**config.mk**
```make
export PLATFORM = sky130hd
export DESIGN_NAME = global_io_sacc
export DESIGN_NICKNAME = d
export VERILOG_FILES = /design/src/rtl/global_io_sacc.sv
export SDC_FILE = /design/constraint.sdc
export NUM_CORES = 1
export LEC_CHECK = 0
export CAP_MARGIN = 25
export CORE_ASPECT_RATIO = 1.2
export CORE_UTILIZATION = 40
export CTS_CLUSTER_SIZE = 8
export DETAILED_ROUTE_END_ITERATION = 7
export GPL_TIMING_DRIVEN = 0
export PLACE_DENSITY = 0.6
export SLEW_MARGIN = 20
export SYNTH_ARGS = -nofsm -noshare
export SYNTH_HDL_FRONTEND = slang
export SYNTH_SLANG_ARGS = --single-unit
export TNS_END_PERCENT = 5
```
**constraint.sdc**
```tcl
create_clock -name clk -period 4.8 [get_ports clk]
set_clock_uncertainty 0.1 [all_clocks]
set_input_delay 0.48 -clock clk [delete_from_list [all_inputs] [get_ports clk]]
set_output_delay 0.48 -clock clk [all_outputs]
set_load 0.02 [all_outputs]
```
**src/rtl/global_io_sacc.sv**
```systemverilog
// rtl/global_io_sacc.sv - bit-serial shift-accumulator merging DCIM column-segment MAC outputs
//
// Ports:
//   clk, rst     clock (rising edge), asynchronous active-high reset
//   macout       NSEG packed segment MAC outputs, segment k = macout[k*MAC_W +: MAC_W]
//   wmode        merged segments minus one, latched on st
//   in_bits      input precision in cycles (0 or too large means MAX_IN_BITS), latched on st
//   signed_in    first (MSB) bit plane weighs negative, latched on st
//   st           start pulse, also aborts and restarts a running sequence
//   acm_en       macout holds a valid bit-plane result this cycle
//   nout         registered two's-complement result, held until the next completion
//   nout_valid   one-cycle pulse when nout updates
//   busy         accumulation in progress
module global_io_sacc #(
    parameter int MAC_W       = 15,
    parameter int NSEG        = 2,
    parameter int SEG_SHIFT   = 12,
    parameter int MAX_IN_BITS = 8,
    parameter int OUT_W       = 51,
    localparam int WM_W       = (NSEG > 1) ? $clog2(NSEG) : 1
) (
    input  logic                  clk,
    input  logic                  rst,
    input  logic [NSEG*MAC_W-1:0] macout,
    input  logic [WM_W-1:0]       wmode,
    input  logic [3:0]            in_bits,
    input  logic                  signed_in,
    input  logic                  st,
    input  logic                  acm_en,
    output logic [OUT_W-1:0]      nout,
    output logic                  nout_valid,
    output logic                  busy
);

    typedef enum logic [1:0] {IDLE, ACC, DONE} state_t;

    localparam logic [WM_W-1:0] WM_MAX = WM_W'(NSEG - 1);
    localparam logic [3:0]      IB_MAX = 4'(MAX_IN_BITS);

    state_t            state, state_n;
    logic [WM_W-1:0]   wmode_q;
    logic [3:0]        in_bits_q;
    logic              signed_q;
    logic [3:0]        cnt;
    logic [OUT_W-1:0]  acc;
    logic [OUT_W-1:0]  sel;
    logic [OUT_W-1:0]  acc_next;
    logic              accept;
    logic              last;
    logic [WM_W-1:0]   wmode_c;
    logic [3:0]        in_bits_c;

    // Clamp configuration before latching so the datapath only sees legal values.
    assign wmode_c   = (wmode > WM_MAX) ? WM_MAX : wmode;
    assign in_bits_c = (in_bits == 4'd0 || in_bits > IB_MAX) ? IB_MAX : in_bits;

    // Merge the enabled segments; segments above wmode_q contribute nothing.
    always_comb begin
        sel = '0;
        for (int k = 0; k < NSEG; k++) begin
            if (k <= int'(wmode_q))
                sel = sel + (OUT_W'(macout[k*MAC_W +: MAC_W]) << (k * SEG_SHIFT));
        end
    end

    // st takes priority over a coincident acm_en, so that bit plane is dropped.
    assign accept   = (state == ACC) && !st && acm_en;
    assign last     = accept && (cnt == in_bits_q - 4'd1);
    // The MSB plane of a signed input carries negative weight.
    assign acc_next = (signed_q && cnt == 4'd0) ? ((acc << 1) - sel) : ((acc << 1) + sel);
    assign busy     = (state == ACC);

    always_comb begin
        state_n = state;
        if (st) begin
            state_n = ACC;
        end else begin
            case (state)
                IDLE:    state_n = IDLE;
                ACC:     if (last) state_n = DONE;
                DONE:    state_n = IDLE;
                default: state_n = IDLE;
            endcase
        end
    end

    always_ff @(posedge clk or posedge rst) begin
        if (rst) state <= IDLE;
        else     state <= state_n;
    end

    always_ff @(posedge clk or posedge rst) begin
        if (rst) begin
            wmode_q    <= '0;
            in_bits_q  <= IB_MAX;
            signed_q   <= 1'b0;
            cnt        <= '0;
            acc        <= '0;
            nout       <= '0;
            nout_valid <= 1'b0;
        end else begin
            nout_valid <= last;
            if (st) begin
                wmode_q   <= wmode_c;
                in_bits_q <= in_bits_c;
                signed_q  <= signed_in;
                cnt       <= '0;
                acc       <= '0;
            end else if (accept) begin
                acc <= acc_next;
                cnt <= cnt + 4'd1;
                if (last) nout <= acc_next;
            end
        end
    end

endmodule

```
==> flow_summary.json, run 1 <==
{
  "p_leak_nw": 5.03,
  "critPathMaxFanout": 5,
  "grt_overflow": 0,
  "syn_nets": 1309,
  "die_y_microns": 170,
  "holdCritStartpoint": "nout[35]",
  "post_synth.cell_area_avg_sq_um": 7.86,
  "synth_top_cell_by_area": "dfrtp_1",
  "wl_per_cell_microns": 22.1,
  "reg2reg_depth": 11,
  "path_clk_slew_ns": 0.06,
  "cts_tree": "built",
  "cap_violations": 0,
  "drt_wl_total_microns": 36400,
  "clk_latency_ns": 0.44,
  "ys_ff_latch": 114,
  "netlist_area_sq_um": 9440,
  "period_needed_ns": 4.81,
  "first_global_vias": 9197,
  "synthXorXnorAreaFrac_pct": 6.40,
  "synthAdderAreaFrac_pct": 9.25,
  "firstDrtPassIters": 5,
  "post_drt_via_cell_ratio": 5.81,
  "critPathRequiredTime_ns": 4.97,
  "coreArea_sq_um": 23200,
  "synth_top_family_by_area": "simple AND/OR/NAND/NOR gates",
  "vias": 9560,
  "synth_cell_types": 79,
  "synth_cells": 1201,
  "cts-root-buf": "clkbuf_16",
  "cts_hold_buf": 0,
  "cts.sinks": 114,
  "crit_type": "in2reg",
  "arrival_ns": 4.97,
  "port_buffers": 92,
  "htreeDepth": 4,
  "critical_path.startpoint": "macout[12]",
  "antenna_cells": 0,
  "status": "complete, but fails checks",
  "synth-edff-count": 0,
  "area_growth_pct": 23.4,
  "finalCritPeriodShare_pct": 100,
  "initial_core_util_pct": 40.7,
  "place_hpwl_microns": 27800,
  "holdPathEnd": "nout[35]",
  "hold_violations": 0,
  "hp-class": "reg2reg",
  "holdPathStages": 2,
  "rr_endpoint": "acc[25]",
  "die_x_microns": 142,
  "rows": 61,
  "violations": "negative setup slack",
  "async_flop_share_pct": 100,
  "place_ws_ns": -1.10,
  "finalMaxSlewViolations": 0,
  "final_layout_size_suffix_gt1_share_pct": 8.20,
  "io_pins": 93,
  "tightest_slew_ns": 1.04,
  "synth_area_leaders": "dfrtp_1 30%, ha_1 8.6%, nand2_1 6.6%, o21ai_0 5.3%, a21oi_1 4.6%",
  "yosysWarnings": 0,
  "startpoint_type": "primary input",
  "rsz0062_at_grt": "true",
  "cts.path.max_buffers": 2,
  "synth_top_area_share_pct": 30.0,
  "grt_pass1_wl_microns": 55600,
  "grt_max_degree": 59,
  "drc": 0,
  "end_kind": "flop",
  "relSlewSlack_pct": 30.9,
  "numCtsBuffers": 17,
  "fin_nets": 1425,
  "ant_nets": 0,
  "r2r_setup_slack_ns": 0.30,
  "antenna_found_initial": 0,
  "finalCoreUtilization_pct": 50.2,
  "rr_startpoint": "acc[6]",
  "synth_mux_area_share_pct": 2.54,
  "grt.total_usage_pct": 30.9,
  "die_area_sq_um": 24200,
  "finalSetupViolations": 1,
  "power_density_nw_per_um2": 456,
  "ys_seq_area_share_pct": 30.2,
  "vdd.ir_drop.worst_uv": 256,
  "synth_compound_area_share_pct": 22.8,
  "max_freq_mhz": 208,
  "finalWorstSetupSlack_ns": -0.00701,
  "drtIter0Drc": 629,
  "gp_congestion": 0.985,
  "synthFlopType": "dfrtp_1",
  "synth_simple_gate_area_share_pct": 23.2
}
## kinds of logic after synthesis
kind of cell,Yosys count
AOI/OAI and AO/OA,336
xor gates and xnor gates,69
adders and majority gates,68
buffers and inverters,138
DFF,114
muxes,22
and+or+nand+nor,454
## worst max-delay path by stage
stage | endpoint | slack [ns]
floorplan | nout[47] | 0.23
global placement | acc[39] | -1.15
detailed placement | acc[39] | -1.10
CTS | acc[46] | 0.03
global route | acc[43] | -0.15
finish | acc[43] | -0.007
## cell usage after synthesis, types with 11 or more instances
master and number:
nand3_1 43, xor2_1 22, a22o_1 11, inv_1 66, a211oi_1 16, xnor2_1 47, mux2_2 16, o21ai_0 100
nand4_1 18, a21oi_1 86, nor3_1 30, nand2_1 165, nor2_1 94, dfrtp_1 113, clkbuf_1 58, nand2b_1 29
ha_1 65
## per-layer routing
| layer | global-route usage (%) | share of wire [%] |
|---|---|---|
| met1 | 36.9 | 41 |
| met2 | 53.2 | 50 |
| met3 | 4.61 | 4.6 |
| met4 | 16.4 | 4.9 |
| met5 | 0 | 0 |
## registers in the layout (all words and copies together), names as in the netlist
name and cells:
acc 50, cnt 4, in_bits_q 4, nout 51, nout_valid 1, signed_q 1, state 2, wmode_q 1
## critical path, stage by stage
cell and delay [ns]:
clkdlybuf4s50_1 0.43, ha_2 0.21, fa_2 0.35, a21o_1 0.21
nand2b_1 0.12, nor2_1 0.06, xnor2_1 0.12, nand2b_2 0.22
ha_4 0.27, or2_4 0.29, or3_4 0.38, nor2_4 0.14
o2111ai_4 0.19, a2111oi_4 0.38, buf_4 0.20, o211ai_1 0.10
a222oi_1 0.48, xnor2_1 0.24, a21oi_1 0.11
## per-stage QoR
stage	hold WS, ns	area [sq um]	cells	setup TNS, ns	total power, mW
6_report	0.373	11700	1645	-0.00701	5.31
5_1_grt	0.400	11700	1645	-1.03	5.59
4_1_cts	0.382	11500	1643	0	5.26
3_5_place_dp	0.362	10800	1609	-33.65	3.87
3_3_place_gp	0.360	10800	1608	-115.57	3.87
2_1_floorplan	0.378	9440	1201	0	2.92
## where the power goes
group          leakage (nW)  internal [mW]  total, mW  switching [mW]
registers              1.53           1.18       1.36           0.179
logic                  3.21          0.995       2.61            1.62
clock network         0.286          0.810       1.34           0.535
total                  5.03           2.98       5.31            2.33
## cell usage in the layout (no fill, tap or decap), types with 6 or more instances in the layout
master	n
o21a_1	7
mux2i_1	6
ha_1	62
o211ai_1	10
nand3_1	43
dfrtp_1	113
nor2_1	90
buf_1	8
inv_1	65
clkdlybuf4s50_1	91
o31ai_1	8
a21o_1	10
and2_1	8
clkbuf_1	55
nand4_1	18
or3_1	9
mux2_2	16
o21ai_0	96
o22ai_1	7
clkbuf_16	17
a21oi_1	83
nor2b_1	7
or4_1	6
and3_1	9
nor3_1	30
o21bai_1	9
a31oi_1	9
nand2b_1	28
a211oi_1	15
xor2_1	21
nand2_1	165
a22o_1	11
xnor2_1	47
## cell type report
cell class | instances | area (sq um)
fillers | 2374 | 11600
plain buffers | 71 | 287
inverters | 67 | 256
repair buffers | 97 | 981
multi-input cells | 949 | 6280
clock inverters | 11 | 128
clock buffers | 21 | 470
well taps | 315 | 394
flip-flops and latches | 114 | 2850
## timing repair
action,in CTS,in global routing
setup endpoints to repair,42,47
setup buffers,2,2
gates resized for setup,25,32
pin swaps,4,7
(Power assumes the default switching activity.)
==> run 2: changes to the inputs <==
Settings changed: CORE_UTILIZATION 40 to 59, CTS_CLUSTER_DIAMETER set to 200, PLACE_DENSITY 0.6 to 0.83.
==> run 2 against run 1 <==
  * The run ends with design-rule violations left
  * Maximum frequency up 1.4%
  * Via count up 6.1%
  * Utilization up 24 points
  * Cell count down 5.8%
  * Highest routed layer unchanged
==> flow_summary.json, run 2 (synthesis gave the netlist of run 1 again) <==
{
  "status": "complete, but fails checks",
  "violations": "design-rule violations",
  "gp_congestion": 1.05,
  "largest_register": "nout",
  "relSlewSlack_pct": 29.3,
  "fin_nets": 1437,
  "critPathRequiredTime_ns": 4.98,
  "grt_pass1_wl_microns": 54000,
  "die_y_microns": 141,
  "firstDrtPassIters": 8,
  "top_layer": "met4",
  "cap_violations": 0,
  "path_clk_slew_ns": 0.06,
  "io_pins": 93,
  "final_layout_size_suffix_gt1_share_pct": 9.24,
  "drtIter0Drc": 1272,
  "num-fill-cells": 1218,
  "routed-wl-met2_microns": 16400,
  "cts_tree": "built",
  "reg_top3": "nout (51), acc (50)",
  "power_mw": 5.35,
  "die_x_microns": 117,
  "critical_path.startpoint": "macout[16]",
  "place_hpwl_microns": 25700,
  "first_global_vias": 9801,
  "finalMaxSlewViolations": 0,
  "cts.sinks": 114,
  "wl_met3_microns": 3240,
  "coreArea_sq_um": 15600,
  "post_drt_via_cell_ratio": 6.54,
  "drt_wl_total_microns": 35500,
  "end_kind": "flop",
  "numCtsBuffers": 17,
  "wl_per_cell_microns": 22.9,
  "cts-root-buf": "clkbuf_16",
  "slowest_stage": "a222oi_1",
  "vdd.ir_drop.worst_uv": 295,
  "tightest_slew_ns": 1.06,
  "max_freq_mhz": 211,
  "hp-class": "in2async",
  "critPathMaxStageDelay_ns": 0.83,
  "vias": 10100,
  "area_growth_pct": 22.9,
  "antenna_cells": 0,
  "finalSetupViolations": 0,
  "hold_violations": 0,
  "p_leak_nw": 5.11,
  "die_area_sq_um": 16500,
  "startpoint_type": "primary input",
  "drc": 2,
  "period_needed_ns": 4.74,
  "clk_latency_ns": 0.44,
  "rr_startpoint": "wmode_q",
  "finalCritPeriodShare_pct": 98.8,
  "layout_commonest_cell": "nand2_1",
  "critical_path.top_delay_family": "compound AO/OA/AOI/OAI gates",
  "ant_nets": 0,
  "critPathMaxFanout": 6,
  "crit_type": "in2reg",
  "cts_hold_buf": 0,
  "crit_buf_inv": 2,
  "cts.path.max_buffers": 2,
  "grt.total_usage_pct": 42.9,
  "power_density_nw_per_um2": 461,
  "antenna_found_initial": 0,
  "grt_max_degree": 68,
  "initial_core_util_pct": 60.4,
  "htreeDepth": 4,
  "grt_overflow": 0,
  "place_area_sq_um": 10700,
  "cp_cell_sequence": "dlymetal6s2s_1 -> ha_1 -> a21o_1 -> a21oi_4 -> nor2_2 -> nand2_1 -> xor2_1 -> nand2b_4 -> ha_4 -> buf_6 -> or2_4 -> or3_4 -> nor2_4 -> o2111ai_4 -> a2111oi_4 -> o211ai_1 -> a222oi_1 -> xnor2_1 -> a21oi_1",
  "wl_met1_microns": 13100,
  "arrival_ns": 4.92,
  "final_cell_mix": "165 x nand2_1, 113 x dfrtp_1, 98 x o21ai_0",
  "largest_reg_flops": 51,
  "multi_input_area_sq_um": 6280,
  "stdcell_area_sq_um": 11600,
  "regArea_sq_um": 2850,
  "port_buffers": 92,
  "rows": 50
}
## run 2: changes by cell type in the layout (fill, tap and decap cells not counted), sizes merged
cell / previous run / this run
clkbuf: 78 / 82
clkdlybuf4s50: 91 / 85
dlymetal6s2s: 1 / 4
buf: 19 / 30
inv: 70 / 69
clkinv: 3 / 4
## run 2: timing repair
action,in CTS,in global routing
resized for setup,18,38
endpoints found under the setup margin,36,46
pin swaps,5,23
setup buffers,1,15
## run 2: layout make-up
type	instances	area share, %
plain buffers	71	2.48
clock buffers	21	4.06
clock inverters	11	1.10
inverters	67	2.21
multi-input cells	949	54.1
flip-flops and latches	114	24.6
well taps	208	2.24
repair buffers	109	9.17
## run 2: metal layers
metal  global-route usage (%)  vias to the layer above
met5                        0                        -
met4                     32.7                        0
met3                     10.9                      204
li1                         -                     4534
met2                     68.7                      645
met1                     49.6                     4760
## run 2: worst reg2reg max path, cell delays in order (launching register included)
cell and delay (ns):
dfrtp_1 0.59, mux2_2 0.44, ha_1 0.30, clkbuf_1 0.35, nand2_1 0.12, o21ai_0 0.43, o2111ai_4 0.25, a2111oi_4 0.50
o211ai_1 0.16, a222oi_1 0.83, xnor2_1 0.25, a21oi_1 0.10
## run 2: power breakdown
group	switching [mW]	internal, mW
Sequential	0.184	1.18
Combinational	1.65	1.02
Clock	0.515	0.808
Total	2.34	3.00
## run 2: through the flow
step | instances | hold slack (ns) | util, % | setup slack [ns] | TNS (ns)
final | 1550 | 0.352 | 74.2 | 0.0577 | 0
after global routing | 1550 | 0.393 | 74.2 | -0.0648 | -0.268
after CTS | 1535 | 0.373 | 72.6 | -0.0262 | -0.0355
after detailed placement | 1502 | 0.370 | 68.1 | -0.963 | -26.35
after global placement | 1501 | 0.361 | 67.9 | -0.966 | -69.96
after floorplan | 1201 | 0.378 | - | 0.226 | 0
## run 2: final timing paths
check	end	slack (ns)	depth (start not counted)
min	in_bits_q[1]	0.35	2
max	acc[43]	0.06	19
min reg2reg	nout[34]	0.38	2
max reg2reg	acc[43]	0.25	11
max in group asynchronous	acc[14]	3.55	3
min in group clk	nout[34]	0.38	2
==> run 3: changes to the inputs <==
Settings changed: CORE_UTILIZATION 59 to 27, CTS_CLUSTER_DIAMETER 200 to 60, PLACE_DENSITY 0.83 to 0.45.
==> run 3 against run 2 <==
  * Global-route usage decreased by 21 points
  * Sequential cell count unchanged
  * Largest power group unchanged
  * The run now ends clean
  * Via count decreased by 6.7%
  * Sequential power about the same
==> flow_summary.json, run 3 (synthesis gave the netlist of run 1 again) <==
{
  "grt_pass1_wl_microns": 59000,
  "cts-root-buf": "clkbuf_16",
  "fin_tns_setup_ns": 0,
  "die_x_microns": 173,
  "tightest_slew_ns": 1.11,
  "hold_violations": 0,
  "clk_latency_ns": 0.45,
  "rr_startpoint": "wmode_q",
  "wl_per_cell_microns": 22.0,
  "ant_nets": 0,
  "largest_reg_flops": 51,
  "startpoint_type": "primary input",
  "antenna_found_initial": 0,
  "die_y_microns": 207,
  "clockPowerShare_pct": 25.6,
  "place_hpwl_microns": 30400,
  "critPathRequiredTime_ns": 4.99,
  "arrival_ns": 4.82,
  "drc": 0,
  "internal_power_mw": 3.02,
  "hp-class": "in2async",
  "cts_hold_buf": 0,
  "layout_commonest_cell": "nand2_1",
  "critical_path.top_delay_family": "compound AO/OA/AOI/OAI gates",
  "coreArea_sq_um": 34300,
  "vias": 9464,
  "cts.path.max_buffers": 2,
  "r2r_setup_slack_ns": 0.37,
  "vdd.ir_drop.worst_uv": 251,
  "antenna_cells": 0,
  "critPathMaxFanout": 9,
  "drtIter0Drc": 594,
  "largest_register": "nout",
  "gp_congestion": 0.916,
  "port_buffers": 92,
  "htreeDepth": 4,
  "path_clk_slew_ns": 0.06,
  "rsz0062_at_grt": "true",
  "crit_top_cell": "ha_1",
  "cp_cell_sequence": "dlygate4sd2_1 -> ha_1 -> a21o_1 -> a21oi_4 -> nor2_2 -> nand2_1 -> xor2_1 -> nand2b_4 -> ha_1 -> buf_6 -> or2_4 -> or3_4 -> nor2_4 -> o2111ai_4 -> a2111oi_4 -> buf_4 -> o211ai_1 -> a222oi_1 -> xnor2_1 -> a21oi_1",
  "die_area_sq_um": 35700,
  "place_ws_ns": -1.15,
  "grt_overflow": 0,
  "first_global_vias": 9349,
  "numCtsBuffers": 17,
  "grt_max_degree": 65,
  "end_kind": "flop",
  "io_pins": 93,
  "pwr-share-seq_pct": 25.3,
  "cap_violations": 0,
  "p_leak_nw": 5.11,
  "drt_wl_total_microns": 39500,
  "crit_buf_inv": 3,
  "grt.total_usage_pct": 22.2,
  "finalMaxSlewViolations": 0,
  "reg_top3": "nout (51), acc (50)",
  "finalCoreUtilization_pct": 34.8,
  "fin_nets": 1431,
  "final_layout_size_suffix_gt1_share_pct": 9.06,
  "combPwrFrac_pct": 49.1,
  "slowest_stage": "a222oi_1",
  "initial_core_util_pct": 27.6,
  "power_density_nw_per_um2": 451,
  "cts_tree": "built",
  "reg2reg_depth": 13,
  "finalSetupViolations": 0,
  "period_needed_ns": 4.63,
  "cts.sinks": 114,
  "place_area_sq_um": 11000,
  "p_sw_share_pct": 43.8,
  "rows": 74,
  "crit_type": "in2reg",
  "area_growth_pct": 26.2,
  "hold_slack_ns": 0.340,
  "rr_endpoint": "acc[45]",
  "finalWorstSetupSlack_ns": 0.170,
  "max_freq_mhz": 216,
  "finalCritPeriodShare_pct": 96.5,
  "post_drt_via_cell_ratio": 5.28,
  "stdcell_area_sq_um": 11900,
  "relSlewSlack_pct": 25.9,
  "final_cell_mix": "165 x nand2_1, 113 x dfrtp_1, 97 x o21ai_0",
  "p_switching_mw": 2.35,
  "status": "completed",
  "firstDrtPassIters": 5,
  "critPathMaxStageDelay_ns": 0.52
}
-- run 3: cell types whose count changed in the layout (fill, tap and decap cells not counted), sizes merged --
cell / previous run / this run
buf: 30 / 26
clkbuf: 82 / 78
clkdlybuf4s50: 85 / 88
clkinv: 4 / 5
clkinvlp: 3 / 2
dlygate4sd2: 0 / 1
dlymetal6s2s: 4 / 3
inv: 69 / 68
-- run 3: worst max-delay path by stage --
stage,slack (ns),end,cells after the start,from
floorplan,0.23,nout[47],17,macout[12]
global placement,-1.10,acc[39],17,macout[12]
detailed placement,-1.15,acc[39],17,macout[12]
CTS,-0.03,acc[43],20,macout[16]
global route,-0.04,acc[43],20,macout[13]
finish,0.17,acc[43],20,macout[13]
-- run 3: timing repair --
item | CTS | global route
gates resized for setup | 32 | 30
endpoints found under the setup margin | 48 | 49
setup buffers | 2 | 10
pin swaps | 6 | 15
-- run 3: final cells by class --
type                    instances  area (sq um)
clock buffers                  22           494
repair buffers                105          1060
plain buffers                  69           285
well taps                     456           571
multi-input cells             949          6270
flip-flops and latches        114          2850
clock inverters                10           124
inverters                      67           259
fillers                      3719         22300
-- run 3: metal layers --
metal / global-route usage (%) / vias up / share of wire, %
li1: - / 4534 / -
met1: 25.6 / 4609 / 41
met2: 40.4 / 255 / 51
met3: 3.10 / 66 / 3.9
met4: 10.8 / 0 / 4.1
met5: 0 / - / 0
-- run 3: worst reg2reg max path: stages (launching register included) --
cell	delay, ns
dfrtp_1	0.58
clkbuf_1	0.41
a21oi_1	0.20
ha_1	0.35
clkbuf_1	0.38
inv_1	0.11
a21oi_1	0.41
o21bai_1	0.11
a21o_1	0.23
nor2_1	0.19
o211ai_2	0.25
o32a_2	0.51
or4_1	0.41
o211ai_1	0.09
-- run 3: power groups by stage --
stage | Sequential (mW) | Clock (mW) | Combinational (mW)
floorplan | 1.51 | 0 | 1.41
global placement | 1.38 | 0 | 2.56
detailed placement | 1.38 | 0 | 2.55
CTS | 1.37 | 1.39 | 2.60
global route | 1.39 | 1.43 | 2.85
finish | 1.36 | 1.37 | 2.64
-- run 3: per-stage QoR --
step           power (mW)  std cells
6_report             5.38       1792
2_1_floorplan        2.92       1201
4_1_cts              5.36       1784
5_1_grt              5.67       1792
3_3_place_gp         3.93       1749
3_5_place_dp         3.93       1750
